--- src/rtl/mm_pkg.sv ---
// Shared definitions for the matrix-multiply datapath: default sizes,
// drain FSM state encoding and the result beat layout.
package mm_pkg;

  localparam int MM_N      = 16;
  localparam int MM_DATA_W = 32;
  localparam int MM_ADDR_W = $clog2(MM_N * MM_N);

  typedef enum logic [1:0] {
    IDLE   = 2'd0,
    READ   = 2'd1,
    FLUSH  = 2'd2,
    FINISH = 2'd3
  } drain_state_e;

  // One streamed result element with its row/matrix boundary tags.
  typedef struct packed {
    logic [MM_DATA_W-1:0] data;
    logic                 eol;
    logic                 last;
  } res_beat_t;

endpackage

--- src/rtl/mm_fwft_fifo.sv ---
// Synchronous first-word-fall-through FIFO. The head entry is visible on
// rdata whenever empty is low; pop consumes it at the next edge. A push
// and a pop in the same cycle are accepted even when the FIFO is full.
module mm_fwft_fifo #(
  parameter int WIDTH = 8,
  parameter int DEPTH = 4,
  localparam int PTR_W = (DEPTH > 1) ? $clog2(DEPTH) : 1,
  localparam int CNT_W = $clog2(DEPTH + 1)
) (
  input  logic             clk,
  input  logic             rst,
  input  logic             push,
  input  logic [WIDTH-1:0] wdata,
  input  logic             pop,
  output logic [WIDTH-1:0] rdata,
  output logic [CNT_W-1:0] count,
  output logic             empty,
  output logic             full
);

  logic [WIDTH-1:0] mem [DEPTH];
  logic [PTR_W-1:0] wr_ptr, rd_ptr;
  logic [CNT_W-1:0] cnt;
  logic             do_push, do_pop;

  function automatic logic [PTR_W-1:0] ptr_inc(input logic [PTR_W-1:0] p);
    return (p == PTR_W'(DEPTH - 1)) ? '0 : p + PTR_W'(1);
  endfunction

  assign empty   = (cnt == '0);
  assign full    = (cnt == CNT_W'(DEPTH));
  assign do_pop  = pop && !empty;
  // When full, the slot being written is the head being popped this cycle.
  assign do_push = push && (!full || do_pop);
  assign rdata   = mem[rd_ptr];
  assign count   = cnt;

  // Storage: data array needs no reset, occupancy is tracked by cnt.
  always_ff @(posedge clk) begin
    if (do_push) mem[wr_ptr] <= wdata;
  end

  // Pointers and occupancy.
  always_ff @(posedge clk) begin
    if (rst) begin
      wr_ptr <= '0;
      rd_ptr <= '0;
      cnt    <= '0;
    end else begin
      if (do_push) wr_ptr <= ptr_inc(wr_ptr);
      if (do_pop)  rd_ptr <= ptr_inc(rd_ptr);
      unique case ({do_push, do_pop})
        2'b10:   cnt <= cnt + CNT_W'(1);
        2'b01:   cnt <= cnt - CNT_W'(1);
        default: cnt <= cnt;
      endcase
    end
  end

endmodule

--- src/rtl/result_drain.sv ---
// Result drain: after the compute unit finishes, reads the N x N result
// matrix from BRAM C in row-major order and streams it over valid/ready.
// Reads are prefetched against a credit count covering both the FIFO
// occupancy and the reads still in the BRAM pipeline.
module result_drain
  import mm_pkg::*;
#(
  parameter int N      = MM_N,
  parameter int DATA_W = MM_DATA_W,
  parameter int ADDR_W = $clog2(N * N),
  parameter int RD_LAT = 2,
  parameter int FIFO_D = RD_LAT + 2
) (
  input  logic              clk,
  input  logic              rst,
  input  logic              start,
  output logic              busy,
  output logic              done,
  output logic [ADDR_W-1:0] c_rd_addr,
  input  logic [DATA_W-1:0] c_rd_data,
  output logic              m_valid,
  input  logic              m_ready,
  output logic [DATA_W-1:0] m_data,
  output logic              m_eol,
  output logic              m_last
);

  localparam int STAGES = RD_LAT - 1;
  localparam int CNT_W  = $clog2(FIFO_D + 1);
  localparam int IF_W   = $clog2(RD_LAT + 1);
  localparam int COL_W  = (N > 1) ? $clog2(N) : 1;
  localparam logic [ADDR_W-1:0] LAST_ADDR = ADDR_W'(N * N - 1);

  typedef struct packed {
    logic [DATA_W-1:0] data;
    logic              eol;
    logic              last;
  } beat_t;

  drain_state_e            state_q;
  logic [ADDR_W-1:0]       addr_q;
  logic [COL_W-1:0]        col_q;
  logic                    busy_q, done_q;

  logic [STAGES:0]         vld_pipe;
  logic [STAGES:0][1:0]    tag_pipe;   // {eol, last} travelling with each read
  logic [IF_W-1:0]         inflight;

  logic [CNT_W-1:0]        fifo_count;
  logic                    fifo_empty, fifo_full;
  beat_t                   wr_beat, head;

  logic                    credit_ok, issue, push, pop;
  logic                    eol_now, last_now, drain_done;

  // Reads launched but not yet written into the FIFO.
  always_comb begin
    inflight = '0;
    for (int i = 0; i <= STAGES; i++) inflight = inflight + IF_W'(vld_pipe[i]);
  end

  // The credit compare is what keeps the FIFO from overflowing: the full
  // flag alone cannot see reads still in the BRAM pipeline.
  assign credit_ok = (int'(fifo_count) + int'(inflight)) < FIFO_D;
  assign issue     = (state_q == READ) && credit_ok && !fifo_full;
  assign eol_now   = (col_q == COL_W'(N - 1));
  assign last_now  = (addr_q == LAST_ADDR);

  assign push      = vld_pipe[STAGES];
  assign wr_beat   = '{data: c_rd_data, eol: tag_pipe[STAGES][1], last: tag_pipe[STAGES][0]};
  assign pop       = m_valid && m_ready;

  // Run is complete once the final beat leaves and nothing is left behind it.
  assign drain_done = (inflight == '0) &&
                      (fifo_empty || (pop && fifo_count == CNT_W'(1)));

  // In-flight valid/tag shift register matching the BRAM read latency.
  always_ff @(posedge clk) begin
    if (rst) begin
      vld_pipe <= '0;
      tag_pipe <= '0;
    end else begin
      vld_pipe[0] <= issue;
      tag_pipe[0] <= {eol_now, last_now};
      for (int i = 1; i <= STAGES; i++) begin
        vld_pipe[i] <= vld_pipe[i-1];
        tag_pipe[i] <= tag_pipe[i-1];
      end
    end
  end

  // Drain FSM with address/column counters and registered busy/done.
  always_ff @(posedge clk) begin
    if (rst) begin
      state_q <= IDLE;
      addr_q  <= '0;
      col_q   <= '0;
      busy_q  <= 1'b0;
      done_q  <= 1'b0;
    end else begin
      done_q <= 1'b0;
      unique case (state_q)
        IDLE: begin
          if (start) begin
            state_q <= READ;
            busy_q  <= 1'b1;
            addr_q  <= '0;
            col_q   <= '0;
          end
        end
        READ: begin
          if (issue) begin
            // Address parks on the final element rather than wrapping.
            if (last_now) begin
              state_q <= FLUSH;
            end else begin
              addr_q <= addr_q + ADDR_W'(1);
              col_q  <= eol_now ? '0 : col_q + COL_W'(1);
            end
          end
        end
        FLUSH: begin
          if (drain_done) begin
            state_q <= FINISH;
            busy_q  <= 1'b0;
            done_q  <= 1'b1;
          end
        end
        FINISH: begin
          state_q <= IDLE;
          addr_q  <= '0;
          col_q   <= '0;
        end
        default: state_q <= IDLE;
      endcase
    end
  end

  mm_fwft_fifo #(
    .WIDTH ($bits(beat_t)),
    .DEPTH (FIFO_D)
  ) u_fifo (
    .clk   (clk),
    .rst   (rst),
    .push  (push),
    .wdata (wr_beat),
    .pop   (pop),
    .rdata (head),
    .count (fifo_count),
    .empty (fifo_empty),
    .full  (fifo_full)
  );

  assign busy      = busy_q;
  assign done      = done_q;
  assign c_rd_addr = addr_q;
  assign m_valid   = !fifo_empty;
  assign m_data    = head.data;
  assign m_eol     = head.eol;
  assign m_last    = head.last;

endmodule

--- config.mk ---
export PLATFORM = sky130hd
export DESIGN_NAME = result_drain
export DESIGN_NICKNAME = d
export VERILOG_FILES = /design/src/rtl/mm_pkg.sv /design/src/rtl/mm_fwft_fifo.sv /design/src/rtl/result_drain.sv
export SDC_FILE = /design/constraint.sdc
export NUM_CORES = 1
export LEC_CHECK = 0
export CORE_ASPECT_RATIO = 1.5
export CORE_MARGIN = 4
export CORE_UTILIZATION = 40
export CTS_CLUSTER_SIZE = 40
export DETAILED_ROUTE_END_ITERATION = 8
export GPL_TIMING_DRIVEN = 0
export PLACE_DENSITY = 0.58
export SLEW_MARGIN = 40
export SYNTH_ARGS = -nofsm -noshare
export SYNTH_HDL_FRONTEND = slang
export SYNTH_HIERARCHICAL = 1
export SYNTH_SLANG_ARGS = --single-unit
--- constraint.sdc ---
create_clock -name clk -period 3.2 [get_ports clk]
set_clock_uncertainty 0.2 [all_clocks]
set_input_delay 0.64 -clock clk [delete_from_list [all_inputs] [get_ports clk]]
set_output_delay 0.64 -clock clk [all_outputs]
set_load 0.02 [all_outputs]
==> results.py, run 1 <==
metrics = {
    "clock_network": {
        "cts_sinks": 167,
        "h-tree-depth": 4,
        "insertion_delay_ps": 410,
        "cts_hold_buf": 0,
        "cts_buffers": 17,
        "clk_path_buf_depth": 2,
        "post_cts_buffers": 0,
        "path_clk_slew_ps": 60,
        "cts_root_buffer": "clkbuf_16",
        "tritoncts": "done",
    },
    "pwr": {
        "p_seq_frac": 0.469,
        "pwr-share-clk": 0.414,
        "p_leak_nw": 2.769,
        "irDropWorstVdd_mv": 0.3478,
        "combPwrFrac": 0.118,
        "power.density_mw_per_mm2": 627.4,
        "p_int_mw": 4.036,
        "swShare": 0.2342,
        "total_power_mw": 5.271,
        "p_sw_mw": 1.235,
    },
    "synth": {
        "synth_compound_area_frac": 0.05059,
        "synth_ff_type": "edfxtp_1",
        "synth-simple-area-share": 0.06814,
        "syn_inst": 372,
        "synth_top_family_by_area": "multiplexers",
        "yosysSeqAreaShare": 0.7097,
        "netlist_area_mm2": 0.006629,
        "synthAdderAreaFrac": 0.02756,
        "async_flop_share": 0,
        "synth.mux.area_fraction": 0.1216,
        "synthXorXnorAreaFrac": 0.002643,
        "synth_cell_types": 55,
        "yosysWarnings": 6,
        "ys_seq_elements": 167,
        "syn-num-nets": 422,
        "synth-edff-count": 136,
        "synth.avg_cell_area_um2": 17.82,
    },
    "setup_path": {
        "path_cells": "clkbuf_4 > buf_6 > mux4_2 > clkdlybuf4s50_1",
        "arrival_ps": 2230,
        "worstPathRequired_ps": 2360,
        "max_stage_delay_ps": 560,
        "worstPathMaxFanout": 10,
        "cp_slowest_cell": "clkdlybuf4s50_1",
        "start_kind": "flop",
        "end_kind": "output port",
        "crit_type": "reg2out",
    },
    "global_route": {
        "grt.total_usage": 0.1400,
        "grt_pass1_wl_um": 20420,
        "grt_start_max_net_pins": 35,
        "grt_pass1_vias": 3997,
        "grt_overflow": 0,
        "antenna_found_initial": 0,
    },
    "place": {
        "dpl_cell_area_mm2": 0.007736,
        "place_ws_ps": 101.9,
        "post-dp-hpwl_um": 8091,
        "gp_congestion": 0.7408,
        "port_buffers": 80,
    },
    "drt": {
        "postRouteAntennaNets": 0,
        "drt-pass1-iter-count": 4,
        "drc": 0,
        "vias_per_cell": 5.250,
        "drt_first_iter_violations": 140,
        "wl_per_cell_um": 18.22,
        "wl_um": 12560,
        "vias": 3617,
    },
    "floorplanning": {
        "core_area_mm2": 0.01626,
        "pin_count": 81,
        "floorplan.initialDensity": 0.4077,
        "rows": 57,
        "die_h_um": 165.7,
        "dieArea_mm2": 0.01874,
        "die_x_um": 113.1,
    },
    "sta": {
        "min_period_over_period": 0.9595,
        "fin_tns_setup_ps": 0,
        "setup_viol": 0,
        "drv_slew": 0,
        "fmax_mhz": 325.7,
        "fin_ws_ps": 129.6,
        "worstMarginPinSlew_ps": 580.1,
        "fin_crit_ps": 3070,
        "relSlewSlack": 0.6125,
        "rsz0062_at_grt": "false",
        "hold_violations": 0,
    },
    "run": {
        "maxCapViolCount": 0,
    },
    "hold_path": {
        "worstHoldPathType": "reg2reg",
    },
    "cells_and_area": {
        "syn_to_final_growth_pct": 26.73,
        "fin_nets": 521,
        "post-route-util": 0.5166,
        "fin_area_mm2": 0.008401,
        "antenna_cells": 0,
        "drive_gt1_frac": 0.1967,
    },
    "outcome": {
        "status": "finished, final reports clean",
    },
}
==> flip-flops by register name, summed over array words and instances (netlist names), 3 cells and up, named ones only <==
signal / cells
col_q: 4
c_rd_addr: 8
u_fifo/mem: 136
u_fifo/count: 3
tag_pipe: 4
==> power groups by stage <==
stage               registers, mW  clock network [mW]  logic (mW)
CTS                          2.47                2.22       0.631
global route                 2.48                2.32       0.693
finish                       2.47                2.18       0.620
floorplan                    2.53                   0       0.350
detailed placement           2.52                   0       0.629
global placement             2.52                   0       0.594
==> metrics by stage <==
step           hold slack [ps]  instances
4_1_cts                  255.4        690
3_3_place_gp             219.9        658
6_report                 251.0        689
5_1_grt                  272.7        689
3_5_place_dp             239.0        659
2_1_floorplan            213.8        372
==> cells in the final DEF (no fill, tap or decap), types with 4 or more instances in the layout <==
cell type,Yosys,routed
nand3_1,11,11
ha_1,13,13
a21oi_1,11,11
o21ai_0,8,8
clkbuf_1,10,6
nor3_1,6,6
clkdlybuf4s50_1,0,80
mux4_2,34,34
clkbuf_16,0,17
nor2b_1,4,4
bufinv_16,0,4
nand2b_1,4,4
nor2_1,5,5
clkbuf_4,0,4
and3_4,0,4
buf_6,1,4
inv_1,13,13
mux2i_1,4,4
edfxtp_1,136,136
dfxtp_1,31,31
inv_6,0,5
nand2_1,8,8
==> Yosys cell counts, drive strengths merged, types with 4 or more instances <==
master,instances,area [µm²]
nand2b,4,25.02
and3,6,41.29
mux4,34,765.7
nor2,5,18.77
ha,13,162.7
a21oi,11,55.05
buf,8,45.04
edfxtp,136,4084
and4,5,46.30
nor3,6,30.03
clkbuf,10,37.54
nand2,8,30.03
mux2i,4,40.04
o21ai,8,40.04
dfxtp,31,620.6
o31ai,5,47.54
nor2b,4,25.02
inv,13,48.80
nand3,11,55.05
==> area by class of cell <==
cell class | count | area, µm²
fillers | 1364 | 7860
flip-flops and latches | 167 | 4705
multi-input cells | 174 | 1814
repair buffers | 81 | 828.3
clock buffers | 17 | 425.4
well taps | 206 | 257.7
clock inverters | 14 | 210.2
plain buffers | 17 | 111.4
inverters | 13 | 48.80
==> worst paths after layout <==
path,slack (ps),from,cells past startpoint,end
max,130,flop,4,m_data[5]
min,250,tag_pipe[0],1,tag_pipe[2]
max reg2reg,550,u_fifo/count[1],9,u_fifo/count[2]
min reg2reg,250,tag_pipe[0],1,tag_pipe[2]
==> layer usage <==
metal / share of wire / GRT usage / vias to the layer above
met3: 0.036 / 0.03431 / 12
met5: 0 / 0 / -
met2: 0.55 / 0.2539 / 60
met4: 0.011 / 0.04550 / 0
li1: - / - / 1688
met1: 0.40 / 0.1601 / 1857
==> logic make-up after synthesis <==
family	count (synthesis)
flops	167
fa+ha+maj	14
simple gates	72
compound gates	48
mux	38
buf+inv	31
xor+xnor	2
==> critical path: cells and delay by family (launching register included) <==
| family | cells | cell delay [ps] |
|---|---|---|
| DFF | 1 | 300 |
| buffers and inverters | 3 | 980 |
| muxes | 1 | 540 |
==> timing repair <==
| action | CTS | global route |
|---|---|---|
| gates resized for setup | 9 | 4 |
| cloned | 0 | 0 |
| endpoints found under the setup margin | 30 | 30 |
Note: power is estimated with default switching activity, not from simulation.
==> run 2, diff against run 1 <==
- CORE_ASPECT_RATIO: 1.5 -> unset
- CORE_MARGIN: 4 -> 2
- TNS_END_PERCENT: unset -> 30
==> results.py, run 2 (same netlist as run 1, synthesis figures left out) <==
metrics = {
    "global_route": {
        "use_met2": 0.2389,
        "top_usage_layer": "met2",
        "grt_pass1_vias": 3822,
        "grt_start_max_net_pins": 35,
        "grt_overflow": 0,
        "antenna_found_initial": 0,
        "use_met3": 0.03870,
        "grt.total_usage": 0.1470,
        "use_met1": 0.1892,
        "grt_pass1_wl_um": 19760,
    },
    "sta": {
        "min_period_over_period": 0.9627,
        "drv_slew": 0,
        "fin_tns_setup_ps": 0,
        "setup_viol": 0,
        "hold_violations": 0,
        "fmax_mhz": 324.6,
        "fin_crit_ps": 3081,
        "rsz0062_at_grt": "false",
        "worstMarginPinSlew_ps": 613.7,
        "fin_ws_ps": 119.5,
        "relSlewSlack": 0.5901,
    },
    "floorplanning": {
        "dieArea_mm2": 0.01762,
        "die_x_um": 132.7,
        "pin_count": 81,
        "die_h_um": 132.7,
        "floorplan.initialDensity": 0.4040,
        "rows": 47,
        "core_area_mm2": 0.01641,
    },
    "cells_and_area": {
        "multi_input_area_mm2": 0.001814,
        "antenna_cells": 0,
        "syn_to_final_growth_pct": 26.48,
        "post-route-util": 0.5110,
        "fin_area_mm2": 0.008384,
        "fin_nets": 521,
        "drive_gt1_frac": 0.1963,
        "largest_register_ffs": 136,
        "fill_cells": 1316,
        "regMostFlops": "u_fifo/mem",
        "layout_common_cells": "edfxtp_1 (136), clkdlybuf4s50_1 (78), mux4_2 (34), dfxtp_1 (31), clkbuf_16 (17)",
        "final_common_cell": "edfxtp_1",
        "seqCellArea_mm2": 0.004705,
    },
    "setup_path": {
        "end_kind": "output port",
        "worstPathMaxFanout": 10,
        "crit_type": "reg2out",
        "start_kind": "flop",
        "arrival_ps": 2240,
        "worstPathRequired_ps": 2360,
    },
    "drt": {
        "wl_per_cell_um": 17.24,
        "drt-pass1-iter-count": 4,
        "vias_per_cell": 5.159,
        "drt_first_iter_violations": 166,
        "wl_um": 12140,
        "postRouteAntennaNets": 0,
        "vias": 3632,
        "drc": 0,
    },
    "clock_network": {
        "tritoncts": "done",
        "h-tree-depth": 4,
        "post_cts_buffers": 0,
        "cts_hold_buf": 0,
        "cts_buffers": 17,
        "cts_root_buffer": "clkbuf_16",
        "path_clk_slew_ps": 60,
        "insertion_delay_ps": 420,
        "clk_path_buf_depth": 2,
        "cts_sinks": 167,
    },
    "pwr": {
        "total_power_mw": 5.131,
        "power.density_mw_per_mm2": 612.0,
        "p_leak_nw": 2.774,
        "irDropWorstVdd_mv": 0.3870,
    },
    "place": {
        "dpl_cell_area_mm2": 0.007746,
        "post-dp-hpwl_um": 7677,
        "place_ws_ps": 84.39,
        "gp_congestion": 0.7514,
        "port_buffers": 80,
    },
    "outcome": {
        "status": "finished, final reports clean",
    },
    "hold_path": {
        "worstHoldPathType": "reg2reg",
    },
    "run": {
        "maxCapViolCount": 0,
    },
}
[run 2: worst paths after layout]
check,start,end,slack (ps),cells past startpoint
setup / recovery,flop,m_data[4],120,4
hold / removal,tag_pipe[0],tag_pipe[2],230,1
setup reg to reg,u_fifo/count[1],u_fifo/count[2],530,9
hold reg to reg,tag_pipe[0],tag_pipe[2],230,1
[run 2: cell type report]
cell class / count / area share
plain buffers: 17 / 0.01328
inverters: 13 / 0.005820
clock buffers: 17 / 0.05074
well taps: 220 / 0.03283
repair buffers: 81 / 0.09849
multi-input cells: 174 / 0.2164
flip-flops and latches: 167 / 0.5611
clock inverters: 15 / 0.02134
[run 2: stage by stage]
step	hold slack (ps)	cells
3_3_place_gp	222.6	672
2_1_floorplan	213.8	372
3_5_place_dp	224.6	673
6_report	234.2	704
4_1_cts	239.1	705
5_1_grt	257.8	704
[run 2: critical path, cell delays in order (launching register included)]
cell,delay (ps)
dfxtp_1,300
clkbuf_4,210
buf_6,210
mux4_2,540
clkdlybuf4s50_1,560
[run 2: timing repair]
item / in CTS / in global routing
gates resized for setup: 12 / 3
pin swaps: 0 / 0
setup endpoints to repair: 30 / 30
cloned: 0 / 0
[run 2: power breakdown]
part / total (mW) / switching [mW] / leakage, nW / internal [mW]
logic: 0.613 / 0.340 / 1.00 / 0.273
clock network: 2.05 / 0.816 / 0.293 / 1.23
registers: 2.47 / 0.0381 / 1.48 / 2.43
[run 2: layer usage]
metal | routed length [µm] | part of all wire | up-vias
met5 | 0 | 0 | -
met4 | 152 | 0.013 | 0
met3 | 533 | 0.044 | 12
met2 | 6017 | 0.50 | 88
met1 | 5434 | 0.45 | 1839
li1 | - | - | 1693
